`src/rtl/regfile_wb_if.sv`:
```
// rtl/regfile_wb_if.sv - writeback/load/read-port bundle between pipeline and register file
interface regfile_wb_if #(
   parameter int DW = 16,
   parameter int AW = 4
);
   logic          wb_en;
   logic [AW-1:0] wb_addr;
   logic [DW-1:0] wb_data;
   logic          t_wr_n;
   logic          t_in;
   logic          ld_issue;
   logic [AW-1:0] ld_dest;
   logic          ld_done;
   logic [DW-1:0] ld_data;
   logic [AW-1:0] rs_addr;
   logic [AW-1:0] rm_addr;
   logic [DW-1:0] rs_data;
   logic [DW-1:0] rm_data;
   logic          t_out;
   logic          ld_busy;
   logic          stall;

   modport master (
      output wb_en, wb_addr, wb_data, t_wr_n, t_in,
      output ld_issue, ld_dest, ld_done, ld_data, rs_addr, rm_addr,
      input  rs_data, rm_data, t_out, ld_busy, stall
   );

   modport slave (
      input  wb_en, wb_addr, wb_data, t_wr_n, t_in,
      input  ld_issue, ld_dest, ld_done, ld_data, rs_addr, rm_addr,
      output rs_data, rm_data, t_out, ld_busy, stall
   );
endinterface

```
`src/rtl/regfile_wb.sv`:
```
// rtl/regfile_wb.sv - architectural registers, T flag, writeback bypass and single-entry load scoreboard
module regfile_wb #(
   parameter int DW = 16,
   parameter int AW = 4
) (
   input logic          clk,
   input logic          rst,
   regfile_wb_if.slave  bus
);
   localparam int NREG = 11;

   logic [DW-1:0] regs [NREG];
   logic          t_q;
   logic          pend;
   logic          kill;
   logic [AW-1:0] pdest;

   logic          wb_valid;
   logic          ld_commit;
   logic          rs_is_reg;
   logic          rm_is_reg;
   logic [DW-1:0] rs_store;
   logic [DW-1:0] rm_store;

   assign wb_valid  = bus.wb_en & (bus.wb_addr < AW'(NREG));
   assign ld_commit = pend & bus.ld_done & ~kill;
   assign rs_is_reg = bus.rs_addr < AW'(NREG);
   assign rm_is_reg = bus.rm_addr < AW'(NREG);

   always_comb begin
      rs_store = '0;
      rm_store = '0;
      for (int i = 0; i < NREG; i++) begin
         if (bus.rs_addr == AW'(i)) rs_store = regs[i];
         if (bus.rm_addr == AW'(i)) rm_store = regs[i];
      end
   end

   // ALU bypass beats load bypass: the ALU value is always the younger one
   assign bus.rs_data = !rs_is_reg                              ? '0          :
                        (wb_valid && bus.wb_addr == bus.rs_addr) ? bus.wb_data :
                        (ld_commit && pdest == bus.rs_addr)      ? bus.ld_data :
                                                                   rs_store;
   assign bus.rm_data = !rm_is_reg                              ? '0          :
                        (wb_valid && bus.wb_addr == bus.rm_addr) ? bus.wb_data :
                        (ld_commit && pdest == bus.rm_addr)      ? bus.ld_data :
                                                                   rm_store;

   assign bus.t_out   = !bus.t_wr_n ? bus.t_in : t_q;
   assign bus.ld_busy = pend;
   assign bus.stall   = pend & ~bus.ld_done & ~kill &
                        ((rs_is_reg & (bus.rs_addr == pdest)) |
                         (rm_is_reg & (bus.rm_addr == pdest)));

   always_ff @(posedge clk or negedge rst) begin
      if (!rst) begin
         for (int i = 0; i < NREG; i++) regs[i] <= '0;
         t_q   <= 1'b0;
         pend  <= 1'b0;
         kill  <= 1'b0;
         pdest <= '1;
      end else begin
         // Load write first so a same-cycle ALU write to the same register overrides it
         for (int i = 0; i < NREG; i++) begin
            if (ld_commit && pdest == AW'(i)) regs[i] <= bus.ld_data;
            if (wb_valid && bus.wb_addr == AW'(i)) regs[i] <= bus.wb_data;
         end

         if (!bus.t_wr_n) t_q <= bus.t_in;

         if (pend) begin
            if (bus.ld_done) begin
               pend <= bus.ld_issue;
               kill <= 1'b0;
               if (bus.ld_issue) pdest <= bus.ld_dest;
            end else if (wb_valid && bus.wb_addr == pdest) begin
               kill <= 1'b1;
            end
         end else if (bus.ld_issue) begin
            pend  <= 1'b1;
            pdest <= bus.ld_dest;
            kill  <= 1'b0;
         end
      end
   end
endmodule

```
`src/flat_wrapper.sv`:
```
// flat-port wrapper written by rule: the top's interface ports become plain ports
module regfile_wb_flat 
#(
   parameter int DW = 16,
   parameter int AW = 4
)
  (clk, rst, bus_wb_en, bus_wb_addr, bus_wb_data, bus_t_wr_n, bus_t_in, bus_ld_issue, bus_ld_dest, bus_ld_done, bus_ld_data, bus_rs_addr, bus_rm_addr, bus_rs_data, bus_rm_data, bus_t_out, bus_ld_busy, bus_stall);
  regfile_wb_if #(.DW(DW), .AW(AW)) bus_i ();
  input logic clk;
  input logic rst;
  input wire logic [$bits(bus_i.wb_en)-1:0] bus_wb_en;
  input wire logic [$bits(bus_i.wb_addr)-1:0] bus_wb_addr;
  input wire logic [$bits(bus_i.wb_data)-1:0] bus_wb_data;
  input wire logic [$bits(bus_i.t_wr_n)-1:0] bus_t_wr_n;
  input wire logic [$bits(bus_i.t_in)-1:0] bus_t_in;
  input wire logic [$bits(bus_i.ld_issue)-1:0] bus_ld_issue;
  input wire logic [$bits(bus_i.ld_dest)-1:0] bus_ld_dest;
  input wire logic [$bits(bus_i.ld_done)-1:0] bus_ld_done;
  input wire logic [$bits(bus_i.ld_data)-1:0] bus_ld_data;
  input wire logic [$bits(bus_i.rs_addr)-1:0] bus_rs_addr;
  input wire logic [$bits(bus_i.rm_addr)-1:0] bus_rm_addr;
  output wire logic [$bits(bus_i.rs_data)-1:0] bus_rs_data;
  output wire logic [$bits(bus_i.rm_data)-1:0] bus_rm_data;
  output wire logic [$bits(bus_i.t_out)-1:0] bus_t_out;
  output wire logic [$bits(bus_i.ld_busy)-1:0] bus_ld_busy;
  output wire logic [$bits(bus_i.stall)-1:0] bus_stall;
  assign bus_i.wb_en = bus_wb_en;
  assign bus_i.wb_addr = bus_wb_addr;
  assign bus_i.wb_data = bus_wb_data;
  assign bus_i.t_wr_n = bus_t_wr_n;
  assign bus_i.t_in = bus_t_in;
  assign bus_i.ld_issue = bus_ld_issue;
  assign bus_i.ld_dest = bus_ld_dest;
  assign bus_i.ld_done = bus_ld_done;
  assign bus_i.ld_data = bus_ld_data;
  assign bus_i.rs_addr = bus_rs_addr;
  assign bus_i.rm_addr = bus_rm_addr;
  assign bus_rs_data = bus_i.rs_data;
  assign bus_rm_data = bus_i.rm_data;
  assign bus_t_out = bus_i.t_out;
  assign bus_ld_busy = bus_i.ld_busy;
  assign bus_stall = bus_i.stall;
  regfile_wb #(.DW(DW), .AW(AW)) u_core (.clk(clk), .rst(rst), .bus(bus_i));
endmodule
```
`config.mk`:
```
export PLATFORM = sky130hd
export DESIGN_NAME = regfile_wb_flat
export DESIGN_NICKNAME = d
export VERILOG_FILES = /design/src/rtl/regfile_wb_if.sv /design/src/rtl/regfile_wb.sv /design/src/flat_wrapper.sv
export SDC_FILE = /design/constraint.sdc
export NUM_CORES = 1
export LEC_CHECK = 0
export ABC_AREA = 1
export BUFFER_PORTS_ARGS = -buffer_cell sky130_fd_sc_hd__buf_2
export CORE_ASPECT_RATIO = 1.75
export CORE_UTILIZATION = 25
export CTS_BUF_LIST = sky130_fd_sc_hd__clkbuf_8
export DETAILED_ROUTE_END_ITERATION = 10
export GPL_TIMING_DRIVEN = 0
export PLACE_DENSITY = 0.47
export SYNTH_ARGS = -nofsm -noshare
export SYNTH_HDL_FRONTEND = slang
export SYNTH_SLANG_ARGS = --single-unit
```
`constraint.sdc`:
```
create_clock -name clk -period 2.5 [get_ports clk]
set_clock_uncertainty 0.1 [all_clocks]
set_input_delay 0.5 -clock clk [delete_from_list [all_inputs] [get_ports clk]]
set_output_delay 0.5 -clock clk [all_outputs]
set_load 0.05 [all_outputs]
```
==> results of run 1 <==
==> Yosys cell counts, drive strengths merged, types with 8 or more instances <==
library cell,instances,area share
buf,66,0.031
nor2,129,0.043
clkbuf,51,0.015
o211ai,11,0.0065
a21oi,87,0.035
clkinv,10,0.0030
xnor2,8,0.0055
o21ai,164,0.067
nand3,196,0.079
nand4,58,0.032
nand2,369,0.11
dfrtp,179,0.35
inv,314,0.093
nor3,10,0.0047
o221ai,147,0.10
==> layout by cell type, fill, tap and decap left out, types with 29 or more instances in the layout <==
cell type,netlist,final
o21ai_0,150,125
nand3_1,194,194
buf_2,43,78
a21oi_4,0,38
clkbuf_1,49,34
inv_1,296,291
nand2_2,3,41
o21ai_2,9,29
dfrtp_1,179,179
buf_6,6,48
a21oi_1,86,39
o221ai_1,147,147
nand4_1,54,54
nor2_1,108,90
nand2_1,366,323
buf_4,11,44
==> logic make-up (layout without fill, tap and decap cells) <==
kind of cell           after synthesis  count (layout)  share of synthesized area
AO/OA/AOI/OAI                      413             413                      0.212
XOR/XNOR                            15              15                     0.0103
buffers and inverters              441             597                      0.141
flip-flops                         183             183                      0.361
multiplexers                         1               1                   0.000886
other                                0               1                          0
AND/OR/NAND/NOR                    770             770                      0.275
==> worst max-delay path: cells and delay by family (launching register included) <==
family                    cells  cell delay [ps]
buffers and inverters         4              660
DFF                           1              630
and+or+nand+nor               2              350
AOI/OAI and AO/OA             2              340
xor gates and xnor gates      1               90
==> per-layer routing <==
| layer | vias up | share of wire | track usage |
|---|---|---|---|
| met2 | 556 | 0.53 | 0.469 |
| met5 | - | 0 | 0 |
| met1 | 6707 | 0.34 | 0.258 |
| met4 | 0 | 0.092 | 0.225 |
| met3 | 204 | 0.033 | 0.0220 |
| li1 | 6451 | - | - |
==> area by class of cell <==
class,instances,area (µm²)
Clock inverter,13,97.6
Timing Repair Buffer,126,1090
Multi-Input combinational cell,1199,7220
Antenna cell,1,2.50
Clock buffer,19,262
Buffer,114,701
Fill cell,5471,34300
Tap cell,666,833
Sequential cell,183,4580
Timing Repair inverter,1,5.00
Inverter,324,1250
==> what timing repair did <==
action                                  in CTS  in global routing
hold buffers                                 1                  0
pin swaps                                   46                 24
gates resized for setup                    250                 55
setup buffers                               26                 13
gates cloned                                 3                  1
endpoints found under the setup margin      33                 45
hold endpoints to repair                    90                  0
==> registers in the layout, summed over array words and instances (netlist names) <==
name and cells:
u_core.regs 176, u_core.t_q 1, u_core.bus.ld_busy 1, u_core.pdest 4, u_core.kill 1
==> worst max path at each step <==
stage                          startpoint  cells past startpoint  slack [ps]               to
after floorplan            bus_rm_addr[1]                     11        -120  bus_rm_data[10]
after global placement                rst                      1       -2770       u_core.t_q
after detailed placement   bus_rs_addr[3]                     12       -1230   bus_rs_data[0]
after CTS                 u_core.pdest[2]                     12        -680   bus_rs_data[0]
after global routing      u_core.pdest[2]                     11        -750   bus_rm_data[7]
final                     u_core.pdest[2]                      9        -700   bus_rs_data[0]
==> report_power, final <==
part	total [W]	leakage, nW	switching (W)	internal (W)
Clock	0.00207	0.192	0.00131	0.000755
Combinational	0.00404	4.42	0.00252	0.00152
Sequential	0.00489	2.19	0.000768	0.00412
==> stage by stage <==
stage          total power, W  worst slack, ps  area (µm²)  hold WS [ps]
6_report               0.0110             -703       16100           114
5_1_grt                0.0116             -749       16100           117
4_1_cts                0.0109             -683       15800          83.0
3_5_place_dp          0.00850            -1230       14400           387
3_3_place_gp          0.00841            -2770       14300           385
2_1_floorplan         0.00734             -124       13100           104
==> metrics.md, run 1 <==
| Metric | Value |
|---|---|
| Status | complete, but fails checks |
| Violated checks | design-rule violations, negative setup slack |
| H-tree depth | 4 |
| Power density cells | 685 nW/µm² |
| Post-synthesis cell type count | 41 |
| Die ar. | 51800 µm² |
| Initial antenna violation count | 1 |
| Syn nets | 1878 |
| Vias per cell | 5.26 |
| Width of the die | 172 µm |
| Worst min path class | primary input to register |
| Worst path slowest cell | dfstp_2 |
| I/O pins | 90 |
| CP Data Required Time | 1900 ps |
| Placement Rows | 109 |
| CP Class | register to output pin |
| # clock sinks | 183 |
| Layout Cells excl Fill | 2646 |
| CTS tree | done |
| Post-Route WL | 64700 µm |
| Hold endpoint | u_core.bus.ld_busy |
| Hold_sp | bus_ld_issue |
| Final setup TNS | -19410 ps |
| Dominant synthesized flop cell | dfrtp_1 |
| Placed insts | 2573 |
| Final hold vios | 0 |
| RSZ-0062 raised after global routing | true |
| Residual DRC count | 2 |
| Final setup fails | 33 |
| Worst setup EP type | output pin |
| Layout area overhead | 26.2% |
| Largest net degree at the start of global routing | 94 |
| F_max | 0.312 GHz |
| First-pass GRT wire length | 94800 µm |
| CP max FO | 10 |
| Vias in the first global route | 14200 |
| Post-synth ARST share | 1.00 |
| Share of cells above drive strength 1 | 0.222 |
| Cells after synthesis | 1823 |
| WL per Instance | 24.5 µm |
| Final WS setup | -703 ps |
| Mapped Area | 12700 µm² |
| Reg2reg end | u_core.regs[134] |
| Nets | 2021 |
| Drt initial violations | 1003 |
| Cells along the critical path | buf_6, xnor2_2, nand4_1, nor2_4, buf_12, buf_12, a21oi_1, a21oi_4, buf_6 |
| Relative slew slack | 0.451 |
| Worst skew pair latency | 510 ps |
| Cell count of the worst hold path | 3 |
| Starting Density | 0.253 |
| HPWL Detailed | 51000 µm |
| CTS max path bufs | 2 |
| Post-synth EDFFs | 0 |
| GRT Util Overall | 0.257 |
| Min Tclk post-route | 3200 ps |
| Max cap viols | 0 |
| Core area | 50300 µm² |
| Pre-antenna DRT Iters | 9 |
| Leak | 6.81 nW |
| Final ANT Viol Nets | 0 |
| Peak supply drop | 0.332 mV |
| Seq cells post-synth | 183 |
| Flop2flop setup slack | 120 ps |
| Register area share after synthesis | 0.361 |
| Register-to-Register Path Depth | 8 |
| Tcrit/Tclk final | 1.28 |
| Worst-margin pin slew | 823 ps |
| Num CTS Buffers | 17 |
| FF-to-FF Start | u_core.pdest[1] |
| Buffers on Ports | 83 |
| CTS clock-pin slew for the worst setup and hold paths | 100 ps |
| CP Launch Type | register |
| Util after Layout | 0.319 |
| Chip height | 300 µm |
| Total gr overflow | 0 |
| Syn Area/Cell | 6.98 µm² |
| Crit path DAT | 2600 ps |
| Max-slew violations | 0 |
| Warnings, synthesis | 0 |
| RD Place Congestion | 0.933 |
| CTS root buffer | clkbuf_8 |
| Routed via count | 13900 |
| Max incr delay on CP | 630 ps |
(Power assumes the default switching activity.)
==> inputs of run 2 (changes only) <==
==> constraint.sdc (replaced) <==
create_clock -name clk -period 3.35 [get_ports clk]
set_clock_uncertainty 0.1 [all_clocks]
set_input_delay 0.67 -clock clk [delete_from_list [all_inputs] [get_ports clk]]
set_output_delay 0.67 -clock clk [all_outputs]
set_load 0.05 [all_outputs]
==> run 2 against run 1 <==
  * The run now ends clean
  * First-iteration DRC count is essentially flat
  * Non-clock buffer count grew 17
  * Die area is the same
  * Routed wire length grew 2.0%
  * Register-to-register slack gained 630 ps
  * Clock power shrank 14%
  * Count of clock-buffer cells in the layout shrank 1
  * Final area shrank 1.6%
  * Sequential power shrank 26%
==> metrics.md, run 2 (synthesis results as in run 1) <==
| Metric | Value |
|---|---|
| Commonest cells after routing, fill and taps aside | 345 x nand2_1, 283 x inv_1, 194 x nand3_1 (was 323 x nand2_1, 291 x inv_1, 194 x nand3_1) |
| Routed via count | 14100 (was 13900) |
| Most Frequent Cell on Critical Path | buf_4 |
| Cells along the critical path | xnor2_2, nand4_1, nor2_4, inv_4, buf_4, o21ai_0, inv_1, nand2_1, a21oi_1, buf_4 (was buf_6, xnor2_2, nand4_1, nor2_4, buf_12, buf_12, a21oi_1, a21oi_4, buf_6) |
| Starting Density | 0.253 (unchanged) |
| Num CTS Buffers | 17 (unchanged) |
| Crit path to | bus_rm_data[3] (was bus_rs_data[0]) |
| RD Place Congestion | 0.923 (was 0.933) |
| CTS max path bufs | 2 (unchanged) |
| Final ANT Viol Nets | 0 (unchanged) |
| Worst setup EP type | output pin (unchanged) |
| Max incr delay on CP | 620 ps (was 630 ps) |
| Final hold vios | 0 (unchanged) |
| Buffers on Ports | 83 (unchanged) |
| Util after Layout | 0.314 (was 0.319) |
| Worst-margin pin slew | 876 ps (was 823 ps) |
| Largest regs | u_core.regs (176), u_core.pdest (4) (unchanged) |
| Residual DRC count | 0 (was 2) |
| Hold_sp | bus_ld_issue (unchanged) |
| Final setup TNS | 0 ps (was -19410 ps) |
| Crit path DAT | 2560 ps (was 2600 ps) |
| CP Launch Type | register (unchanged) |
| Final setup fails | 0 (was 33) |
| Post-Route WL | 66000 µm (was 64700 µm) |
| FF-to-FF Start | u_core.pdest[2] (was u_core.pdest[1]) |
| Crit path from | u_core.pdest[3] (was u_core.pdest[2]) |
| CTS clock-pin slew for the worst setup and hold paths | 100 ps (about the same) |
| Share of cells above drive strength 1 | 0.199 (was 0.222) |
| Relative slew slack | 0.416 (was 0.451) |
| Leak | 6.82 nW (was 6.81 nW) |
| Layout area overhead | 24.2% (was 26.2%) |
| Placed insts | 2574 (was 2573) |
| First-pass GRT wire length | 94800 µm (about the same) |
| Nets | 2038 (was 2021) |
| CP max FO | 5 (was 10) |
| Largest net degree at the start of global routing | 92 (was 94) |
| Reg2reg end | u_core.regs[50] (was u_core.regs[134]) |
| CP Data Required Time | 2580 ps (was 1900 ps) |
| I/O pins | 90 (unchanged) |
| Peak supply drop | 0.315 mV (was 0.332 mV) |
| Status | complete, no violations (was complete, but fails checks) |
| Worst skew pair latency | 540 ps (was 510 ps) |
| Min Tclk post-route | 3330 ps |
| Placement Rows | 109 (unchanged) |
| Final WS setup | 22.5 ps (was -703 ps) |
| Worst path slowest cell | dfstp_2 (unchanged) |
| Vias in the first global route | 14000 (was 14200) |
| CP Class | register to output pin (unchanged) |
| Drt initial violations | 1004 (was 1003) |
| RSZ-0062 raised after global routing | true (unchanged) |
| Vias per cell | 5.29 (was 5.26) |
| Core area | 50300 µm² (unchanged) |
| Total gr overflow | 0 (unchanged) |
| Max cap viols | 0 (unchanged) |
| Chip height | 300 µm (unchanged) |
| GRT Util Overall | 0.259 (was 0.257) |
| Power density cells | 524 nW/µm² (was 685 nW/µm²) |
| CTS tree | done (unchanged) |
| Layout Cells excl Fill | 2663 (was 2646) |
| Width of the die | 172 µm (unchanged) |
| Biggest register | u_core.regs (unchanged) |
| Worst min path class | primary input to register (unchanged) |
| F_max | 0.301 GHz |
| Max-slew violations | 0 (unchanged) |
| Dpl ws | -768 ps (was -1230 ps) |
| Die ar. | 51800 µm² (unchanged) |
| Pre-antenna DRT Iters | 7 (was 9) |
| H-tree depth | 4 (unchanged) |
| Tcrit/Tclk final | 0.993 |
| Register-to-Register Path Depth | 9 (was 8) |
| WL per Instance | 24.8 µm (was 24.5 µm) |
| Initial antenna violation count | 1 (unchanged) |
| CTS root buffer | clkbuf_8 (unchanged) |
| Flop2flop setup slack | 750 ps (was 120 ps) |
| HPWL Detailed | 51200 µm (was 51000 µm) |
| PnR Total Power | 0.00828 W (was 0.0110 W) |
| Max FFs per register | 176 (unchanged) |
| # clock sinks | 183 (unchanged) |
| Leading cell type in the layout, fill and taps excluded | nand2_1 (unchanged) |
[run 2: how the worst min path moves through the flow]
| stage | slack [ps] | to | cells after the start |
|---|---|---|---|
| after global placement | 380 | u_core.t_q | 1 |
| after floorplan | 270 | u_core.bus.ld_busy | 0 |
| after CTS | 240 | u_core.bus.ld_busy | 3 |
| after global routing | 270 | u_core.t_q | 2 |
| final | 240 | u_core.bus.ld_busy | 3 |
| after detailed placement | 390 | u_core.t_q | 1 |
[run 2: per-layer routing]
layer	GRT usage	vias up	share of wire
met5	0	-	0
met4	0.219	0	0.096
met3	0.0274	248	0.042
met2	0.478	603	0.53
met1	0.253	6764	0.33
li1	-	6469	-
[run 2: repair_timing]
item / CTS / global route
endpoints found under the hold margin: 13 / 0
endpoints found under the setup margin: 32 / 32
hold buffers: 1 / 0
pin swaps: 17 / 31
gates cloned: 0 / 4
gates resized for setup: 149 / 116
setup buffers: 27 / 28
[run 2: power by group]
| part | total [W] | leakage (nW) | switching, W | internal [W] |
|---|---|---|---|---|
| Combinational | 0.00285 | 4.42 | 0.00181 | 0.00104 |
| Sequential | 0.00364 | 2.19 | 0.000567 | 0.00307 |
| Clock | 0.00179 | 0.217 | 0.00101 | 0.000777 |
[run 2: final cells by class]
| class | instances | area (µm²) |
|---|---|---|
| well taps | 666 | 833 |
| clock buffers | 18 | 248 |
| diodes | 1 | 2.50 |
| flip-flops and latches | 183 | 4580 |
| clock inverters | 14 | 184 |
| repair inverters | 1 | 5.00 |
| inverters | 324 | 1260 |
| fillers | 5481 | 34500 |
| plain buffers | 113 | 722 |
| multi-input cells | 1199 | 6720 |
| repair buffers | 144 | 1230 |
[run 2: worst max-delay path: cells and delay by family, from the launching register on]
| family | cells | cell delay [ps] |
|---|---|---|
| buffers and inverters | 4 | 550 |
| xor gates and xnor gates | 1 | 130 |
| DFF | 1 | 620 |
| and+or+nand+nor | 3 | 540 |
| AOI/OAI and AO/OA | 2 | 160 |
[run 2: per-stage QoR]
stage	hold slack (ps)	cell area (µm²)
2_1_floorplan	274	12700
5_1_grt	272	15800
3_3_place_gp	379	14000
3_5_place_dp	390	14000
4_1_cts	240	15100
6_report	237	15800
==> inputs of run 3 (changes only) <==
--- a/config.mk
+++ b/config.mk
@@ -5,14 +5,15 @@
 export SDC_FILE = /design/constraint.sdc
 export NUM_CORES = 1
 export LEC_CHECK = 0
-export ABC_AREA = 1
+export ABC_AREA = 0
 export BUFFER_PORTS_ARGS = -buffer_cell sky130_fd_sc_hd__buf_2
 export CORE_ASPECT_RATIO = 1.75
 export CORE_UTILIZATION = 25
 export CTS_BUF_LIST = sky130_fd_sc_hd__clkbuf_8
 export DETAILED_ROUTE_END_ITERATION = 10
+export GPL_ROUTABILITY_DRIVEN = 1
 export GPL_TIMING_DRIVEN = 0
-export PLACE_DENSITY = 0.47
+export PLACE_DENSITY_LB_ADDON = 0.05
 export SYNTH_ARGS = -nofsm -noshare
 export SYNTH_HDL_FRONTEND = slang
 export SYNTH_SLANG_ARGS = --single-unit
==> run 3 against run 2 <==
  * The flow now finishes with violations (negative hold slack, negative setup slack)
  * Final cell count decreased by 14%
  * Utilization increased by 0.45 points
  * Synthesized cell count decreased by 19%
  * Count of clock-buffer cells in the layout unchanged
  * Sequential power increased by 12%
  * Total power increased by 8.5%
  * Critical endpoint is now bus_rs_data[11]
  * Largest cell class unchanged
==> metrics.md, run 3 <==
| Metric | Value |
|---|---|
| Status | complete, but fails checks (was complete, no violations) |
| Violated checks | negative hold slack, negative setup slack |
| Tcrit/Tclk final | 1.08 (was 0.993) |
| RSZ-0062 raised after global routing | true (unchanged) |
| Core area | 50300 µm² (unchanged) |
| Cells along the critical path | buf_4, buf_4, buf_4, clkbuf_4, nand3_1, o21ai_1, a21oi_1, o22ai_4, buf_6 (was xnor2_2, nand4_1, nor2_4, inv_4, buf_4, o21ai_0, inv_1, nand2_1, a21oi_1, buf_4) |
| Post-synthesis cell type count | 65 (was 41) |
| Cell with the most instances after synthesis | mux2i_1 (was nand2_1) |
| Peak supply drop | 0.265 mV (was 0.315 mV) |
| RD Place Congestion | 0.968 (was 0.923) |
| Synth cell count leaders | 192 x mux2i_1, 179 x dfrtp_1, 150 x nor2_1, 146 x nand2_1, 146 x o21ai_0 (was 366 x nand2_1, 296 x inv_1, 194 x nand3_1, 179 x dfrtp_1, 150 x o21ai_0) |
| Dominant synthesized flop cell | dfrtp_1 (unchanged) |
| Syn Area/Cell | 8.62 µm² (was 6.98 µm²) |
| CTS clock-pin slew for the worst setup and hold paths | 120 ps (was 100 ps) |
| Commonest cells after routing, fill and taps aside | 191 x mux2i_1, 179 x dfrtp_1, 144 x nand2_1 (was 345 x nand2_1, 283 x inv_1, 194 x nand3_1) |
| Final setup TNS | -5640 ps (was 0 ps) |
| Filler Cell Count | 5354 (was 5481) |
| Max-slew violations | 0 (unchanged) |
| Cells after synthesis | 1477 (was 1823) |
| Largest net degree at the start of global routing | 98 (was 92) |
| Power density cells | 561 nW/µm² (was 524 nW/µm²) |
| Synth top area share | 0.352 (about the same) |
| Seq cells post-synth | 183 (unchanged) |
| Buffers on Ports | 80 (was 83) |
| Worst min path class | primary input to async pin (was primary input to register) |
| Vias per cell | 5.71 (was 5.29) |
| Die ar. | 51900 µm² (was 51800 µm²) |
| Pre-antenna DRT Iters | 5 (was 7) |
| # clock sinks | 183 (unchanged) |
| H-tree depth | 4 (unchanged) |
| Biggest register | u_core.regs (unchanged) |
| CP Data Required Time | 2580 ps (about the same) |
| Min Tclk post-route | 3620 ps (was 3330 ps) |
| Chip height | 300 µm (about the same) |
| Post-place instance area | 14300 µm² (was 14000 µm²) |
| Post-Route WL | 74800 µm (was 66000 µm) |
| Worst path slowest cell | buf_4 (was dfstp_2) |
| Register area share after synthesis | 0.360 (was 0.361) |
| Residual DRC count | 0 (unchanged) |
| CTS tree | done (unchanged) |
| Final WS setup | -271 ps (was 22.5 ps) |
| F_max | 0.276 GHz (was 0.301 GHz) |
| Initial antenna violation count | 1 (unchanged) |
| Max incr delay on CP | 340 ps (was 620 ps) |
| Storage element area | 4580 µm² (unchanged) |
| Max FFs per register | 176 (unchanged) |
| CP max FO | 10 (was 5) |
| Final ANT Viol Nets | 0 (unchanged) |
| Leading area contributor after synthesis | dfrtp_1 (unchanged) |
| Max cap viols | 0 (unchanged) |
| Post-route cell area | 16000 µm² (was 15800 µm²) |
| CTS root buffer | clkbuf_8 (unchanged) |
| Placed insts | 2224 (was 2574) |
| Largest regs | u_core.regs (176), u_core.pdest (4) (unchanged) |
| I/O pins | 90 (unchanged) |
| CP Class | primary input to output pin (was register to output pin) |
| Final setup fails | 32 (was 0) |
| Most Frequent Cell on Critical Path | buf_4 (unchanged) |
| Total gr overflow | 0 (unchanged) |
| Vias in the first global route | 12800 (was 14000) |
| WL per Instance | 32.7 µm (was 24.8 µm) |
| CP Launch Type | primary input (was register) |
| Warnings, synthesis | 0 (unchanged) |
| Leading cell type in the layout, fill and taps excluded | mux2i_1 (was nand2_1) |
| Routed via count | 13000 (was 14100) |
| Top post-synthesis cells by area | dfrtp_1 35%, mux2i_1 15%, o21ai_0 5.7% (was dfrtp_1 35%, nand2_1 11%, o221ai_1 10%) |
| First-pass GRT wire length | 103000 µm (was 94800 µm) |
| Starting Density | 0.253 (about the same) |
| Worst setup EP type | output pin (unchanged) |
| Drt initial violations | 1189 (was 1004) |
| Syn nets | 1532 (was 1878) |
| Crit path DAT | 2850 ps (was 2560 ps) |
| GRT Util Overall | 0.287 (was 0.259) |
| Relative slew slack | 0.316 (was 0.416) |
| Worst-margin pin slew | 1030 ps (was 876 ps) |
| Post-synth EDFFs | 0 (unchanged) |
| Layout Cells excl Fill | 2285 (was 2663) |
| # hold bufs at CTS | 0 (was 1) |
| Post-synth ARST share | 1.00 (unchanged) |
| Placement Rows | 109 (unchanged) |
| Hold_ws | -2.29 ps (was 237 ps) |
| CTS max path bufs | 2 (unchanged) |
| Num CTS Buffers | 17 (unchanged) |
| Worst skew pair latency | 550 ps (was 540 ps) |
| Layout area overhead | 25.9% (was 24.2%) |
| Mapped Area | 12700 µm² (about the same) |
| Final hold vios | 1 (was 0) |
| Width of the die | 173 µm (was 172 µm) |
| Multi-input combinational cell area | 8250 µm² (was 6720 µm²) |
| HPWL Detailed | 58700 µm (was 51200 µm) |
| Nets | 1660 (was 2038) |
| Leak | 6.30 nW (was 6.82 nW) |
| Share of cells above drive strength 1 | 0.237 (was 0.199) |
[run 3: worst paths after layout]
kind,startpoint,endpoint,slack (ps),cells past startpoint
max in group asynchronous,rst,u_core.regs[30],2080,2
min,rst,u_core.regs[159],-2,1
min reg2reg,u_core.t_q,u_core.t_q,400,1
max reg2reg,u_core.pdest[0],u_core.regs[62],460,6
min in group clk,bus_ld_dest[0],u_core.pdest[0],250,2
max,bus_rs_addr[1],bus_rs_data[11],-270,9
[run 3: cell families (layout without fill, tap and decap cells)]
| family | count (synthesis) | after routing | synth area share |
|---|---|---|---|
| buf+inv | 174 | 314 | 0.0588 |
| simple gates | 409 | 410 | 0.144 |
| xor+xnor | 20 | 20 | 0.0138 |
| mux | 229 | 229 | 0.203 |
| other cells | 0 | 1 | 0 |
| flops | 183 | 183 | 0.360 |
| compound gates | 462 | 462 | 0.220 |
[run 3: layout make-up]
type,instances,area share
inverters,21,0.00500
clock inverters,14,0.0101
diodes,1,0.000156
multi-input cells,1121,0.515
flip-flops and latches,183,0.286
plain buffers,149,0.0573
well taps,666,0.0520
clock buffers,18,0.0155
repair buffers,112,0.0590
[run 3: repair_timing]
item	CTS	global route
resized for setup	226	79
setup buffers	19	10
setup endpoints to repair	33	32
pin swaps	23	34
gates cloned	2	2
[run 3: per-stage QoR]
| stage | hold WS [ps] | power, W | utilization | setup slack [ps] |
|---|---|---|---|---|
| 2_1_floorplan | 274 | 0.00551 | - | -197 |
| 3_3_place_gp | 381 | 0.00694 | 0.283 | -2190 |
| 3_5_place_dp | 379 | 0.00699 | 0.284 | -1300 |
| 4_1_cts | 56.2 | 0.00891 | 0.310 | -252 |
| 5_1_grt | 50.5 | 0.00935 | 0.318 | -338 |
| 6_report | -2.29 | 0.00898 | 0.318 | -271 |
[run 3: power breakdown]
part	internal [W]	switching, W
logic	0.00137	0.00184
clock network	0.000703	0.000988
registers	0.00298	0.00110
total	0.00505	0.00393
[run 3: routing by layer]
metal | up-vias | part of all wire | global-route usage
met5 | - | 0 | 0
met4 | 0 | 0.079 | 0.213
met3 | 212 | 0.049 | 0.0326
met2 | 674 | 0.51 | 0.515
met1 | 6555 | 0.36 | 0.310
li1 | 5606 | - | -
[run 3: critical path: cells and delay by family]
kind / cells / cell delay [ps]
buffers and inverters: 5 / 1430
AO/OA/AOI/OAI: 3 / 640
AND/OR/NAND/NOR: 1 / 90
